## config.mk

```make
export PLATFORM = sky130hd
export DESIGN_NAME = mem_port_arbiter
export DESIGN_NICKNAME = d
export VERILOG_FILES = /design/src/rtl/mem_port_arbiter.sv
export SDC_FILE = /design/constraint.sdc
export NUM_CORES = 1
export LEC_CHECK = 0
export CORE_MARGIN = 1.5
export CORE_UTILIZATION = 32
export DETAILED_ROUTE_END_ITERATION = 10
export PLACE_DENSITY = 0.69
export SLEW_MARGIN = 20
export SYNTH_ARGS = -nofsm -noshare
export SYNTH_HDL_FRONTEND = slang
export SYNTH_SLANG_ARGS = --single-unit
```

## constraint.sdc

```tcl
create_clock -name clk_in -period 2.5 [get_ports clk_in]
set_clock_uncertainty 0.05 [all_clocks]
set_input_delay 0.375 -clock clk_in [delete_from_list [all_inputs] [get_ports clk_in]]
set_output_delay 0.375 -clock clk_in [all_outputs]
set_load 0.05 [all_outputs]
```

## src/rtl/mem_port_arbiter.sv

```systemverilog
// Two-requester arbiter for a single-port memory controller.
// Instruction fetch (read-only) and data load/store share the port; reads
// are tracked over a fixed RD_LATENCY and answered to the issuing requester.
module mem_port_arbiter #(
  parameter int unsigned ADDR_WIDTH = 32,
  parameter int unsigned DATA_WIDTH = 32,
  parameter int unsigned RD_LATENCY = 1
) (
  input  logic                  clk_in,
  input  logic                  rst_in,
  input  logic                  if_req_valid_in,
  output logic                  if_req_ready_out,
  input  logic [ADDR_WIDTH-1:0] if_addr_in,
  output logic                  if_resp_valid_out,
  output logic [DATA_WIDTH-1:0] if_rd_data_out,
  input  logic                  d_req_valid_in,
  output logic                  d_req_ready_out,
  input  logic [ADDR_WIDTH-1:0] d_addr_in,
  input  logic [DATA_WIDTH-1:0] d_wr_data_in,
  input  logic                  d_we_in,
  output logic                  d_resp_valid_out,
  output logic [DATA_WIDTH-1:0] d_rd_data_out,
  output logic [ADDR_WIDTH-1:0] mem_addr_out,
  output logic [DATA_WIDTH-1:0] mem_wr_data_out,
  output logic                  mem_we_out,
  input  logic [DATA_WIDTH-1:0] mem_rd_data_in,
  output logic                  busy_out
);

  localparam logic [0:0] ST_IDLE = 1'b0;
  localparam logic [0:0] ST_BUSY = 1'b1;

  localparam logic GNT_IF = 1'b0;
  localparam logic GNT_D  = 1'b1;

  logic [0:0]            state_q, state_d;
  logic [2:0]            lat_cnt_q, lat_cnt_d;
  logic                  last_grant_q, last_grant_d;
  logic                  rd_id_q, rd_id_d;
  logic [ADDR_WIDTH-1:0] addr_q, addr_d;
  logic [DATA_WIDTH-1:0] if_rd_data_q, if_rd_data_d;
  logic [DATA_WIDTH-1:0] d_rd_data_q, d_rd_data_d;
  logic                  if_resp_valid_q, if_resp_valid_d;
  logic                  d_resp_valid_q, d_resp_valid_d;

  logic                  idle;
  logic                  gnt_if;
  logic                  gnt_d;

  // Round-robin grant: on conflict the requester not granted last time wins.
  // Reset gates the grants so readies and write enable stay low under reset.
  always_comb begin
    idle   = (state_q == ST_IDLE);
    gnt_if = idle && !rst_in && if_req_valid_in &&
             (!d_req_valid_in || (last_grant_q == GNT_D));
    gnt_d  = idle && !rst_in && d_req_valid_in &&
             (!if_req_valid_in || (last_grant_q == GNT_IF));
  end

  // Memory-side mux: granted requester in an accept cycle, latched read
  // address otherwise.
  always_comb begin
    if_req_ready_out = gnt_if;
    d_req_ready_out  = gnt_d;
    mem_addr_out     = addr_q;
    mem_wr_data_out  = '0;
    mem_we_out       = 1'b0;
    if (gnt_if) begin
      mem_addr_out = if_addr_in;
    end else if (gnt_d) begin
      mem_addr_out    = d_addr_in;
      mem_wr_data_out = d_wr_data_in;
      mem_we_out      = d_we_in;
    end
  end

  // Next-state logic: accept in IDLE, count read latency in BUSY.
  always_comb begin
    state_d         = state_q;
    lat_cnt_d       = lat_cnt_q;
    last_grant_d    = last_grant_q;
    rd_id_d         = rd_id_q;
    addr_d          = addr_q;
    if_rd_data_d    = if_rd_data_q;
    d_rd_data_d     = d_rd_data_q;
    if_resp_valid_d = 1'b0;
    d_resp_valid_d  = 1'b0;
    case (state_q)
      ST_IDLE: begin
        if (gnt_if) begin
          last_grant_d = GNT_IF;
          addr_d       = if_addr_in;
          rd_id_d      = GNT_IF;
          lat_cnt_d    = 3'd1;
          state_d      = ST_BUSY;
        end else if (gnt_d) begin
          last_grant_d = GNT_D;
          if (!d_we_in) begin
            addr_d    = d_addr_in;
            rd_id_d   = GNT_D;
            lat_cnt_d = 3'd1;
            state_d   = ST_BUSY;
          end
        end
      end
      ST_BUSY: begin
        if (lat_cnt_q == 3'(RD_LATENCY)) begin
          if (rd_id_q == GNT_IF) begin
            if_rd_data_d    = mem_rd_data_in;
            if_resp_valid_d = 1'b1;
          end else begin
            d_rd_data_d    = mem_rd_data_in;
            d_resp_valid_d = 1'b1;
          end
          state_d = ST_IDLE;
        end else begin
          lat_cnt_d = lat_cnt_q + 3'd1;
        end
      end
      default: state_d = ST_IDLE;
    endcase
  end

  // State registers with synchronous reset; an outstanding read is dropped.
  always_ff @(posedge clk_in) begin
    if (rst_in) begin
      state_q         <= ST_IDLE;
      lat_cnt_q       <= '0;
      last_grant_q    <= GNT_D;
      rd_id_q         <= GNT_IF;
      addr_q          <= '0;
      if_rd_data_q    <= '0;
      d_rd_data_q     <= '0;
      if_resp_valid_q <= 1'b0;
      d_resp_valid_q  <= 1'b0;
    end else begin
      state_q         <= state_d;
      lat_cnt_q       <= lat_cnt_d;
      last_grant_q    <= last_grant_d;
      rd_id_q         <= rd_id_d;
      addr_q          <= addr_d;
      if_rd_data_q    <= if_rd_data_d;
      d_rd_data_q     <= d_rd_data_d;
      if_resp_valid_q <= if_resp_valid_d;
      d_resp_valid_q  <= d_resp_valid_d;
    end
  end

  assign if_resp_valid_out = if_resp_valid_q;
  assign if_rd_data_out    = if_rd_data_q;
  assign d_resp_valid_out  = d_resp_valid_q;
  assign d_rd_data_out     = d_rd_data_q;
  assign busy_out          = (state_q == ST_BUSY);

endmodule

```

==> impl_results.md <==
* Layout area overhead at 84.3%
* Detailed Place HPWL at 12.0 mm
* FF/Latch Area at 2080 um2
* Post-route DRC at 0
* Via count at 5351
* Fin nets at 1030
* DR iter-0 viols at 261
* Worst path arrival time at 1.97 ns
* Yosys warnings at 0
* Area occupied by multi-input gates at 2400 um2
* Maximum clock frequency at 417 MHz
* Router iterations before antenna repair at 4
* Vias in the first global route at 5124
* TritonCTS Buffers at 9
* Ant diodes at 0
* I/O pin cnt at 267
* First-pass GRT wire length at 26.6 mm
* Clk slew on worst S/H paths at 0.07 ns
* Pre-CTS WS at 0.0155 ns
* Hold Crit Class: primary input to register
* Initial antenna violation count at 0
* Ys async rst share at 0
* Final ANT Viol Nets at 0
* Gr ovfl total at 0
* Cells after Synth at 647
* Post-synthesis area per instance at 7.34 um2
* Die area at 15600 um2
* Chip height at 125 um
* Layout cells sized above 1 at 0.168
* Final Core Density at 0.602
* # rows at 44
* Setup crit start: if_req_valid_in
* GP Congestion at 0.785
* Worst Setup Start Kind: primary input
* Clock sinks at 104
* Initial core utilization at 0.327
* GRT met2 Usage at 0.363
* Most Crowded Layer GR: met2
* # setup viols final at 0
* Global-route met3 utilization at 0.0588
* HP Start: rst_in
* TritonCTS clock tree: built
* Outcome: completed
* Drt via density at 4.94
* R2R Path Start: busy_out
* CTS Root Cell: clkbuf_16
* Setup tns final at 0 ns
* WL/cell at 15.3 um
* Sequential share of the synthesized area at 0.439
* Max_slew headroom at 0.549
* Pwr dens at 555 nW/um2
* Horiz. Die Dim at 125 um
* Worst setup EP type: output port
* P_leak at 3.28 nW
* Slew Limit Fails at 0
* Final Hold Fails at 0
* Port Buffers at 266
* Worst hold slack at 0.393 ns
* Largest net degree at the start of global routing at 63
* Max-cap viol count at 0
* RSZ-0062 raised after global routing: no
* Number of synthesized flops with an enable pin at 0
* Syn_nets at 782
* Max Root-Sink Buffers at 2
* Worst Path Required at 2.08 ns
* Main flop type after synthesis: dfxtp_1
* Final Critical Period at 2.40 ns
* Post-DP Area at 8450 um2
* Kind of critical path: primary input to output port
* Synth cell types at 31
* Peak supply drop at 0.000320 V
* All-Layer GR Usage at 0.210
* Post-CTS setup repair buffer count at 0
* H-tree depth at 3
* Post-route worst setup slack at 0.104 ns
* Fillers at 1335
* Final instance area at 8750 um2
* Worst-skew pair later-pin latency at 0.35 ns
* Worst-path maximum fanout at 20
* Period utilisation layout at 0.959
* M1 GR Usage at 0.250
* WL final at 16.6 mm
* Core Footprint at 14500 um2
* Worst Max-Slew Pin Slew at 0.676 ns
* Synth Register Bits at 104
* Synth Cell Area at 4750 um2
-- metal layers --
layer,part of all wire,routed length (um),vias up
met5,0,0,-
met4,0.019,323,0
met3,0.072,1190,22
met2,0.50,8240,175
met1,0.41,6880,2471
li1,-,-,2683
-- critical path, stage by stage --
cell	delay [ns]
clkdlybuf4s50_1	0.49
a211oi_4	0.29
nand2_4	0.08
clkinv_2	0.10
buf_12	0.16
a21oi_1	0.09
a21oi_2	0.21
buf_12	0.16
-- sequential cells by signal, summed over array words and instances, names as in the netlist --
name and flops:
last_grant_q 1, addr_q 32, lat_cnt_q 3, d_resp_valid_out 1
d_rd_data_out 32, if_rd_data_out 32, if_resp_valid_out 1, busy_out 1
rd_id_q 1
-- cells by family after synthesis --
group | share of synthesized area
buf+inv | 0.0843
compound gates | 0.251
simple gates | 0.221
fa+ha+maj | 0.00527
flops | 0.439
-- cell type report --
type / count / share of cell area
flip-flops and latches: 104 / 0.238
inverters: 38 / 0.0167
repair buffers: 289 / 0.412
multi-input cells: 453 / 0.275
clock buffers: 9 / 0.0257
well taps: 184 / 0.0263
clock inverters: 7 / 0.00658
-- synthesized netlist by cell type (3+ instances only) --
cell        n  area share
a211oi_1   32       0.051
a21oi_1   131        0.14
and3_1     33       0.043
buf_2      19       0.020
buf_4       4      0.0063
buf_6       3      0.0071
clkbuf_1   25       0.020
dfxtp_1   104        0.44
inv_1      36       0.028
nand2_1   163        0.13
nand3_1     5      0.0053
nor2_1     36       0.028
o22ai_1    32       0.042
-- through the flow --
| stage | cells | power [mW] |
|---|---|---|
| finish | 1084 | 4.86 |
| detailed placement | 1068 | 3.55 |
| floorplan | 647 | 2.67 |
| global placement | 1068 | 3.53 |
| CTS | 1084 | 4.90 |
| global route | 1084 | 5.07 |
-- power breakdown --
| group | switching (mW) | leakage (nW) | total (mW) | internal (mW) |
|---|---|---|---|---|
| registers | 0.0469 | 0.848 | 1.78 | 1.74 |
| logic | 0.917 | 2.30 | 1.72 | 0.807 |
| clock network | 0.662 | 0.134 | 1.35 | 0.686 |
-- path summary, 6_finish.rpt --
check	slack, ns	endpoint	cells past startpoint
max	0.10	mem_addr_out[7]	8
max reg2reg	0.65	addr_q[2]	6
min reg2reg	0.40	if_rd_data_out[14]	2
min	0.39	busy_out	4
-- what timing repair did --
| item | 4_1_cts | 5_1_grt |
|---|---|---|
| gates resized for setup | 0 | 5 |
| hold buffers | 0 | 0 |
| setup endpoints to repair | 0 | 13 |
-- cell usage in the layout (no fill, tap or decap), types with 2 or more instances in the layout --
cell type / Yosys / final
dfxtp_1: 104 / 104
inv_1: 36 / 36
o21ai_0: 2 / 2
a21oi_2: 0 / 32
clkdlybuf4s50_1: 0 / 198
nand2_1: 163 / 163
clkinvlp_4: 0 / 2
nand2_2: 2 / 2
buf_12: 0 / 75
clkbuf_16: 0 / 9
o22ai_1: 32 / 32
a21oi_1: 131 / 99
buf_4: 4 / 15
and3_1: 33 / 33
nand3_1: 5 / 4
nor2_1: 36 / 36
a211oi_2: 2 / 2
clkinv_2: 1 / 2
nor3_4: 0 / 2
a211o_1: 2 / 2
ha_1: 2 / 2
a211oi_1: 32 / 32
clkinv_4: 0 / 3
Power figures use the tool's default switching activity.
